===== config.mk =====
export PLATFORM = sky130hd
export DESIGN_NAME = syndrome_gen_param
export DESIGN_NICKNAME = d
export VERILOG_FILES = /design/src/rtl/syndrome_gen_param.sv
export SDC_FILE = /design/constraint.sdc
export NUM_CORES = 1
export LEC_CHECK = 0
export ABC_AREA = 1
export BUFFER_PORTS_ARGS = -buffer_cell sky130_fd_sc_hd__buf_2
export CAP_MARGIN = 20
export CELL_PAD_IN_SITES_DETAIL_PLACEMENT = 2
export CELL_PAD_IN_SITES_GLOBAL_PLACEMENT = 2
export CORE_MARGIN = 5
export CORE_UTILIZATION = 31
export DETAILED_ROUTE_END_ITERATION = 6
export GPL_ROUTABILITY_DRIVEN = 0
export MAX_ROUTING_LAYER = met4
export PLACE_DENSITY_LB_ADDON = 0.05
export SLEW_MARGIN = 15
export SYNTH_ARGS = -nofsm -noshare
export SYNTH_HDL_FRONTEND = slang
export SYNTH_SLANG_ARGS = --single-unit

===== constraint.sdc =====
create_clock -name clk_i -period 1.6 [get_ports clk_i]
set_input_delay 0.08 -clock clk_i [delete_from_list [all_inputs] [get_ports clk_i]]
set_output_delay 0.08 -clock clk_i [all_outputs]
set_load 0.01 [all_outputs]

===== src/rtl/syndrome_gen_param.sv =====
// Reed-Solomon syndrome generator over GF(2^M). Horner accumulators evaluate r(alpha^(FCR+j)),
// and the finished syndromes are handed to a double-buffered output bank that drains one per beat.
module syndrome_gen_param #(
    parameter int           M         = 4,
    parameter int           N         = 15,
    parameter int           TWO_T     = 4,
    parameter logic [M:0]   PRIM_POLY = 5'b10011,
    parameter int           FCR       = 1,
    localparam int          IDX_W     = (TWO_T > 1) ? $clog2(TWO_T) : 1,
    localparam int          CNT_W     = (N > 1) ? $clog2(N) : 1
) (
    input  logic             clk_i,
    input  logic             reset_n_i,
    input  logic             in_valid_i,
    input  logic             in_sop_i,
    input  logic [M-1:0]     in_data_i,
    output logic             in_ready_o,
    output logic             out_valid_o,
    input  logic             out_ready_i,
    output logic [M-1:0]     out_data_o,
    output logic [IDX_W-1:0] out_idx_o,
    output logic             out_last_o,
    output logic             err_free_o,
    output logic             frame_err_o,
    output logic             state_o
);

    typedef enum logic {ACCUM = 1'b0, HOLD = 1'b1} state_e;

    localparam logic [IDX_W-1:0] LAST_IDX = IDX_W'(TWO_T - 1);
    localparam logic [CNT_W-1:0] LAST_CNT = CNT_W'(N - 1);

    function automatic logic [M-1:0] gf_xtime(input logic [M-1:0] v);
        logic [M:0] s;
        s = {v, 1'b0};
        if (s[M]) s = s ^ PRIM_POLY;
        return s[M-1:0];
    endfunction

    function automatic logic [M-1:0] gf_mul(input logic [M-1:0] a, input logic [M-1:0] b);
        logic [M-1:0] r;
        r = '0;
        for (int i = M - 1; i >= 0; i--) begin
            r = gf_xtime(r);
            if (b[i]) r = r ^ a;
        end
        return r;
    endfunction

    function automatic logic [M-1:0] alpha_pow(input int k);
        logic [M-1:0] p;
        p = M'(1);
        for (int i = 0; i < k; i++) p = gf_xtime(p);
        return p;
    endfunction

    state_e            state_q, state_d;
    logic [CNT_W-1:0]  cnt_q, cnt_d;
    logic [M-1:0]      acc_q   [TWO_T];
    logic [M-1:0]      acc_d   [TWO_T];
    logic [M-1:0]      bank_q  [TWO_T];
    logic [M-1:0]      bank_d  [TWO_T];
    logic [M-1:0]      mul_out [TWO_T];
    logic              out_valid_q, out_valid_d;
    logic [IDX_W-1:0]  out_idx_q, out_idx_d;
    logic              err_free_q, err_free_d;
    logic              frame_err_q, frame_err_d;

    // Constant multipliers: the multiplicand is elaborated, so each collapses to an XOR network.
    for (genvar j = 0; j < TWO_T; j++) begin : g_mul
        localparam logic [M-1:0] ROOT = alpha_pow(FCR + j);
        assign mul_out[j] = gf_mul(acc_q[j], ROOT);
    end

    logic             accept;
    logic             bank_free;
    logic             load_en;
    logic             load_from_acc_q;
    logic [CNT_W-1:0] pos;
    logic [M-1:0]     any_nz;

    always_comb begin
        state_d         = state_q;
        cnt_d           = cnt_q;
        acc_d           = acc_q;
        bank_d          = bank_q;
        out_valid_d     = out_valid_q;
        out_idx_d       = out_idx_q;
        err_free_d      = err_free_q;
        frame_err_d     = 1'b0;
        load_en         = 1'b0;
        load_from_acc_q = 1'b0;
        pos             = '0;
        any_nz          = '0;

        in_ready_o = (state_q == ACCUM);
        accept     = in_valid_i & in_ready_o;
        bank_free  = ~out_valid_q | (out_ready_i & (out_idx_q == LAST_IDX));

        if (out_valid_q && out_ready_i) begin
            if (out_idx_q == LAST_IDX) begin
                out_valid_d = 1'b0;
                out_idx_d   = '0;
            end else begin
                out_idx_d = out_idx_q + IDX_W'(1);
            end
        end

        case (state_q)
            ACCUM: begin
                if (accept) begin
                    if (cnt_q == '0 && !in_sop_i) begin
                        frame_err_d = 1'b1;
                    end else begin
                        // SOP mid-codeword discards the partial sums and restarts at degree N-1.
                        if (in_sop_i && cnt_q != '0) frame_err_d = 1'b1;
                        pos = in_sop_i ? '0 : cnt_q;
                        for (int j = 0; j < TWO_T; j++)
                            acc_d[j] = (in_sop_i ? '0 : mul_out[j]) ^ in_data_i;
                        if (pos == LAST_CNT) begin
                            cnt_d = '0;
                            if (bank_free) load_en = 1'b1;
                            else           state_d = HOLD;
                        end else begin
                            cnt_d = pos + CNT_W'(1);
                        end
                    end
                end
            end
            HOLD: begin
                if (bank_free) begin
                    load_en         = 1'b1;
                    load_from_acc_q = 1'b1;
                    state_d         = ACCUM;
                end
            end
            default: state_d = ACCUM;
        endcase

        if (load_en) begin
            for (int j = 0; j < TWO_T; j++) begin
                bank_d[j] = load_from_acc_q ? acc_q[j] : acc_d[j];
                any_nz    = any_nz | bank_d[j];
            end
            out_valid_d = 1'b1;
            out_idx_d   = '0;
            err_free_d  = (any_nz == '0);
        end
    end

    always_ff @(posedge clk_i or negedge reset_n_i) begin
        if (!reset_n_i) begin
            state_q     <= ACCUM;
            cnt_q       <= '0;
            out_valid_q <= 1'b0;
            out_idx_q   <= '0;
            err_free_q  <= 1'b0;
            frame_err_q <= 1'b0;
            for (int j = 0; j < TWO_T; j++) begin
                acc_q[j]  <= '0;
                bank_q[j] <= '0;
            end
        end else begin
            state_q     <= state_d;
            cnt_q       <= cnt_d;
            out_valid_q <= out_valid_d;
            out_idx_q   <= out_idx_d;
            err_free_q  <= err_free_d;
            frame_err_q <= frame_err_d;
            for (int j = 0; j < TWO_T; j++) begin
                acc_q[j]  <= acc_d[j];
                bank_q[j] <= bank_d[j];
            end
        end
    end

    assign out_valid_o = out_valid_q;
    assign out_data_o  = bank_q[out_idx_q];
    assign out_idx_o   = out_idx_q;
    assign out_last_o  = out_valid_q & (out_idx_q == LAST_IDX);
    assign err_free_o  = err_free_q;
    assign frame_err_o = frame_err_q;
    assign state_o     = state_q;

endmodule


; Yosys cells after proc, flatten, opt, wreduce, memory -nomap -nowiden
; Index checks and enable logic that the tools add are counted.
[totals]
ff_bits = 42
out_inout_bits = 12
[classes]
add_sub_neg = 2
magnitude_cmp = 1
n_eq_ne = 2
muxes = 44
bitwise_logic = 23
n_reduce_logical = 11
[ops]
columns = operator, count
row1 = 16-bit two-way mux, 3
row2 = 4-bit two-way mux, 12
row3 = 2-bit two-way mux, 10
row4 = 4-bit XOR, 5
row5 = 1-bit two-way mux, 16
row6 = 2-bit NOT, 7
row7 = 4-bit bitwise OR, 3
row8 = 4-bit binary-select mux with 2-bit select, 1
row9 = 4-bit zero test, 2
row10 = "4-bit by 1-bit adder with 4-bit output, second input constant", 1
row11 = "4-bit equality test, second input constant", 1
row12 = 1-bit case mux with 2 select lines, 2
row13 = 2-bit nonzero test, 2
row14 = 4-bit nonzero test, 1
row15 = 1-bit bitwise AND, 3
row16 = "3-bit greater-or-equal comparator, second input constant", 1
row17 = 1-bit logical AND, 3
row18 = 1-bit NOT, 3
row19 = 2-bit NOT with 3-bit output, 1
row20 = 3-bit AND reduction, 1
row21 = "2-bit by 1-bit adder with 2-bit output, second input constant", 1
row22 = "2-bit equality test, second input constant", 1
row23 = 2-bit AND reduction, 1
row24 = 1-bit zero test, 1
row25 = 1-bit bitwise OR, 1

; Depth between registers and ports, before layout
[logic_depth]
word_depth = 16
ltp_mapped = 15

; Worst setup path before layout
; No wires, ideal clock.
[synth_path]
kind = register -> register
start = reg cnt_q[2]
end = reg bank_q[4] (netlist name)
setup_ps = 119
arrival_ps = 1575
path_slack_ps = -94
path_stages_with_launch = 10
synth_period_minus_slack_ps = 1694
cell_sequence = dfrtp_1 > nor4_1 > ha_1 > nor2_4 > nand2_1 > nand2_1 > nand2_2 > inv_2 > buf_6 > o21a_1
[synth_via]
elab_chain_len = 6
word_cells_on_any_way = 12
classes_between = eq/ne: 1 / mux: 9 / reduce/logical: 2
[synth_lines]
columns = element, line_no
row1 = from (decl), 58  ; logic [CNT_W-1:0] cnt_q, cnt_d;
row2 = from (signal assigned), 165  ; cnt_q <= cnt_d;
row3 = 4-bit two-way mux or 4-bit zero test (tied branches), "117, 112"
row4 = 4-bit equality test or 1-bit logical AND (tied branches), "120, 112"
row5 = 1-bit two-way mux or 16-bit two-way mux (tied branches), "120, 112"
row6 = 1-bit two-way mux or 16-bit two-way mux (tied branches), "112, 111"
row7 = 1-bit two-way mux or 16-bit two-way mux (tied branches), "111, 109"
row8 = 1-bit case mux with 2 select lines or 4-bit two-way mux (tied branches), "109, 142"
row9 = "to (signal, indexed assignment)", 172  ; bank_q[j] <= bank_d[j];
row10 = to (decl), 61  ; logic [M-1:0] bank_q [TWO_T];
; Several ways; a longest one is shown, not always the timed one.
; A chain may end at the register's enable or synchronous reset.

; Worst setup path after layout
[layout_path]
start = reg cnt_q[3]
end = reg err_free_q, in the netlist err_free_o
[layout_via]
elab_chain_len = 10
word_cells_on_any_way = 19
classes_between = eq/ne: 1 / mux: 12 / bitwise: 3 / reduce/logical: 3
[layout_lines]
columns = element, line_no
row1 = 4-bit zero test, 112  ; if (cnt_q == '0 && !in_sop_i) begin
row2 = 1-bit logical AND, 112
row3 = 16-bit two-way mux, 112
row4 = 16-bit two-way mux, 111  ; if (accept) begin
row5 = 16-bit two-way mux, 109  ; case (state_q)
row6 = 4-bit two-way mux, 142  ; bank_d[j] = load_from_acc_q ? acc_q[j] : acc_d[j];
row7 = 4-bit bitwise OR (3 in series), 143  ; any_nz = any_nz | bank_d[j];
row8 = 4-bit zero test, 147  ; err_free_d = (any_nz == '0);
row9 = to (signal assigned), 168  ; err_free_q <= err_free_d;
row10 = to (decl), 66  ; logic err_free_q, err_free_d;
; Several ways; a longest one is shown, not always the timed one.

==> impl_metrics.ini <==
[status]
outcome = finished, violations left
violations = setup timing

[sta]
relSlewSlack = 0.643
clock.fmax_mhz = 508
clock_skew_ps = 15.2
layout_min_cycle_time_ps = 1970
final-setup-viol-count = 35
drv_slew = 0
final_hold_viol_count = 0
hold_slack_ps = 41.4
fin_crit_sh = 1.23
worst_pin_slew_ps = 536
fin_ws_ps = -370
grt_setup_unrepaired = true

[clock_network]
clkTransAtPathRegs_ps = 90
clk_latency_ps = 310
clockBufferDepth = 2
clock_sinks = 42
cts_tree = built
cts-root-buf = clkbuf_8
h-tree-depth = 2
cts_inserted_buffers = 5

[worst_setup_path]
rrSetupSlack_ps = -370
cp_data_arrival_time_ps = 2220
end_kind = register
criticalPathCategory = reg2reg
worst_ep_required_time_ps = 1850
cp-start-kind = register
worstPathMaxFanout = 6

[min_path]
min_path_type = in2reg

[logic_synthesis]
yosysUniqueCellTypes = 29
ys_seq_area_frac = 0.444
avgSynthCellArea_um2 = 7.62
ys_top_cells_by_area = dfrtp_1, nand2_1, nand3_1, inv_1, o21ai_0
synth_top_area_cell = dfrtp_1
syn-num-nets = 322
synth_top_area_frac = 0.444
synthCells = 311
async_reset_ff_frac = 1.00
yosys_warnings = 0
yosys_most_used_dff = dfrtp_1
ys_ff_latch = 42
synth_edf_count = 0
synth_area_um2 = 2370

[die]
design.core.area_um2 = 7330
die_w_um = 97.4
fp.dieArea_um2 = 9490
die_h_um = 97.4
initial_core_util = 0.323
ios = 21
num_rows = 31

[layout]
post-route-cell-area_um2 = 3470
mostFrequentLayoutCells = nand2_1, dfrtp_1, buf_4
nets = 396
fill_cells = 821
area_growth_pct = 46.6
final_common_cell = nand2_1
drive_gt1_frac = 0.404
diodes = 0

[power]
cellLeakagePower_nw = 1.72
ir_drop_mv = 0.496
power.density_nw_per_um2 = 1490

[flow_run]
cap_violations = 0

[detailed_routing]
drtIter0Drc = 57
drc = 0
dr_wl_met2_mm = 5.20
wirelength_mm = 9.59
via_per_inst = 5.14
num_vias = 2494
route.met3.wl_um = 346
highest_layer = met4
ant_nets = 0
drt_pass1_iterations = 4
post_drt_wl_per_cell_um = 19.8
wl_met1_mm = 3.88

[placed_design]
place_area_um2 = 2890
dp_hpwl_mm = 6.36
port_buffers = 20

[global_routing]
grt_pass1_wl_mm = 14.0
grt_use_total = 0.190
grt_overflow = 0
first_global_vias = 2674
grt_max_degree = 23
antenna_found_initial = 0
-- cells in the mapped netlist (6+ instances only) --
library cell	instances
dfrtp_1	42
o22ai_1	7
a31oi_1	7
o21ai_0	22
nand2_1	94
inv_1	34
nand2_2	6
nand3_1	30
nor2_1	27
nand4_1	6
nand3_2	6
-- cells by family (layout without fill, tap and decap cells) --
family,after synthesis,count (layout),synth area share
flops,42,42,0.444
xor+xnor,1,1,0.00370
buf+inv,48,123,0.0982
compound gates,42,42,0.101
simple gates,176,176,0.343
fa+ha+maj,2,2,0.0106
-- timing repair --
action | in CTS | in global routing
gates cloned | 0 | 3
gates resized for setup | 34 | 52
setup buffers | 5 | 4
hold buffers | 1 | 0
pin swaps | 10 | 18
endpoints found under the setup margin | 25 | 44
endpoints found under the hold margin | 20 | 0
-- sequential cells by signal, summed over array words and instances, names as in the netlist --
signal,flops
acc_q,16
bank_q,16
cnt_q,4
out_idx_o,2
err_free_o,1
frame_err_o,1
out_valid_o,1
state_o,1
-- report_power, final --
group	leakage, nW	switching (mW)	internal [mW]	total, mW
sequential	0.504	0.321	1.39	1.71
combinational	1.16	1.51	1.10	2.61
clock	0.0524	0.397	0.468	0.865
-- metal layers --
layer	vias to the layer above	track usage
li1	1162	-
met3	15	0.0302
met2	43	0.340
met5	-	-
met1	1274	0.225
met4	0	0.0383
-- final timing paths --
path	start	to	cells past startpoint
worst max register to register	cnt_q[3]$_DFFE_PN0P_	err_free_o$_DFFE_PN0P_	14
worst max-delay path	cnt_q[3]$_DFFE_PN0P_	err_free_o$_DFFE_PN0P_	14
worst min register to register	bank_q[12]$_DFFE_PN0P_	bank_q[12]$_DFFE_PN0P_	2
min in group asynchronous	reset_n_i	cnt_q[0]$_DFFE_PN0P_	2
worst min-delay path	in_valid_i	frame_err_o$_DFF_PN0_	3
max in group asynchronous	reset_n_i	acc_q[12]$_DFF_PN0_	3
-- worst max-delay path, cell delays in order, from the launching register on --
cell	delay [ps]
dfrtp_1	410
nor4_2	310
ha_2	250
nor2_4	50
inv_2	80
buf_12	130
buf_4	110
nand2_1	60
nand2_2	90
nand2_2	60
inv_2	50
nand2_2	60
nor2_2	120
nand2_1	70
nand2_1	60
-- area by class of cell --
| class | count | area [um2] | area share |
|---|---|---|---|
| Clock buffer | 7 | 76.3 | 0.0220 |
| Clock inverter | 1 | 30.0 | 0.00864 |
| Inverter | 39 | 163 | 0.0468 |
| Multi-Input combinational cell | 221 | 1410 | 0.406 |
| Sequential cell | 42 | 1050 | 0.302 |
| Tap cell | 99 | 124 | 0.0357 |
| Timing Repair Buffer | 74 | 602 | 0.173 |
| Timing Repair inverter | 2 | 17.5 | 0.00504 |
-- through the flow --
stage / setup slack, ps / utilization / setup TNS, ps / total power [mW] / instances
2_1_floorplan: -29.6 / - / -55.1 / 2.72 / 311
3_3_place_gp: -243 / 0.394 / -2100 / 3.63 / 464
3_5_place_dp: -315 / 0.394 / -3570 / 3.72 / 464
4_1_cts: -299 / 0.436 / -5460 / 4.83 / 478
5_1_grt: -524 / 0.474 / -11550 / 5.55 / 485
6_report: -370 / 0.474 / -6670 / 5.19 / 485
No activity file was read; power rests on OpenSTA's default activity.
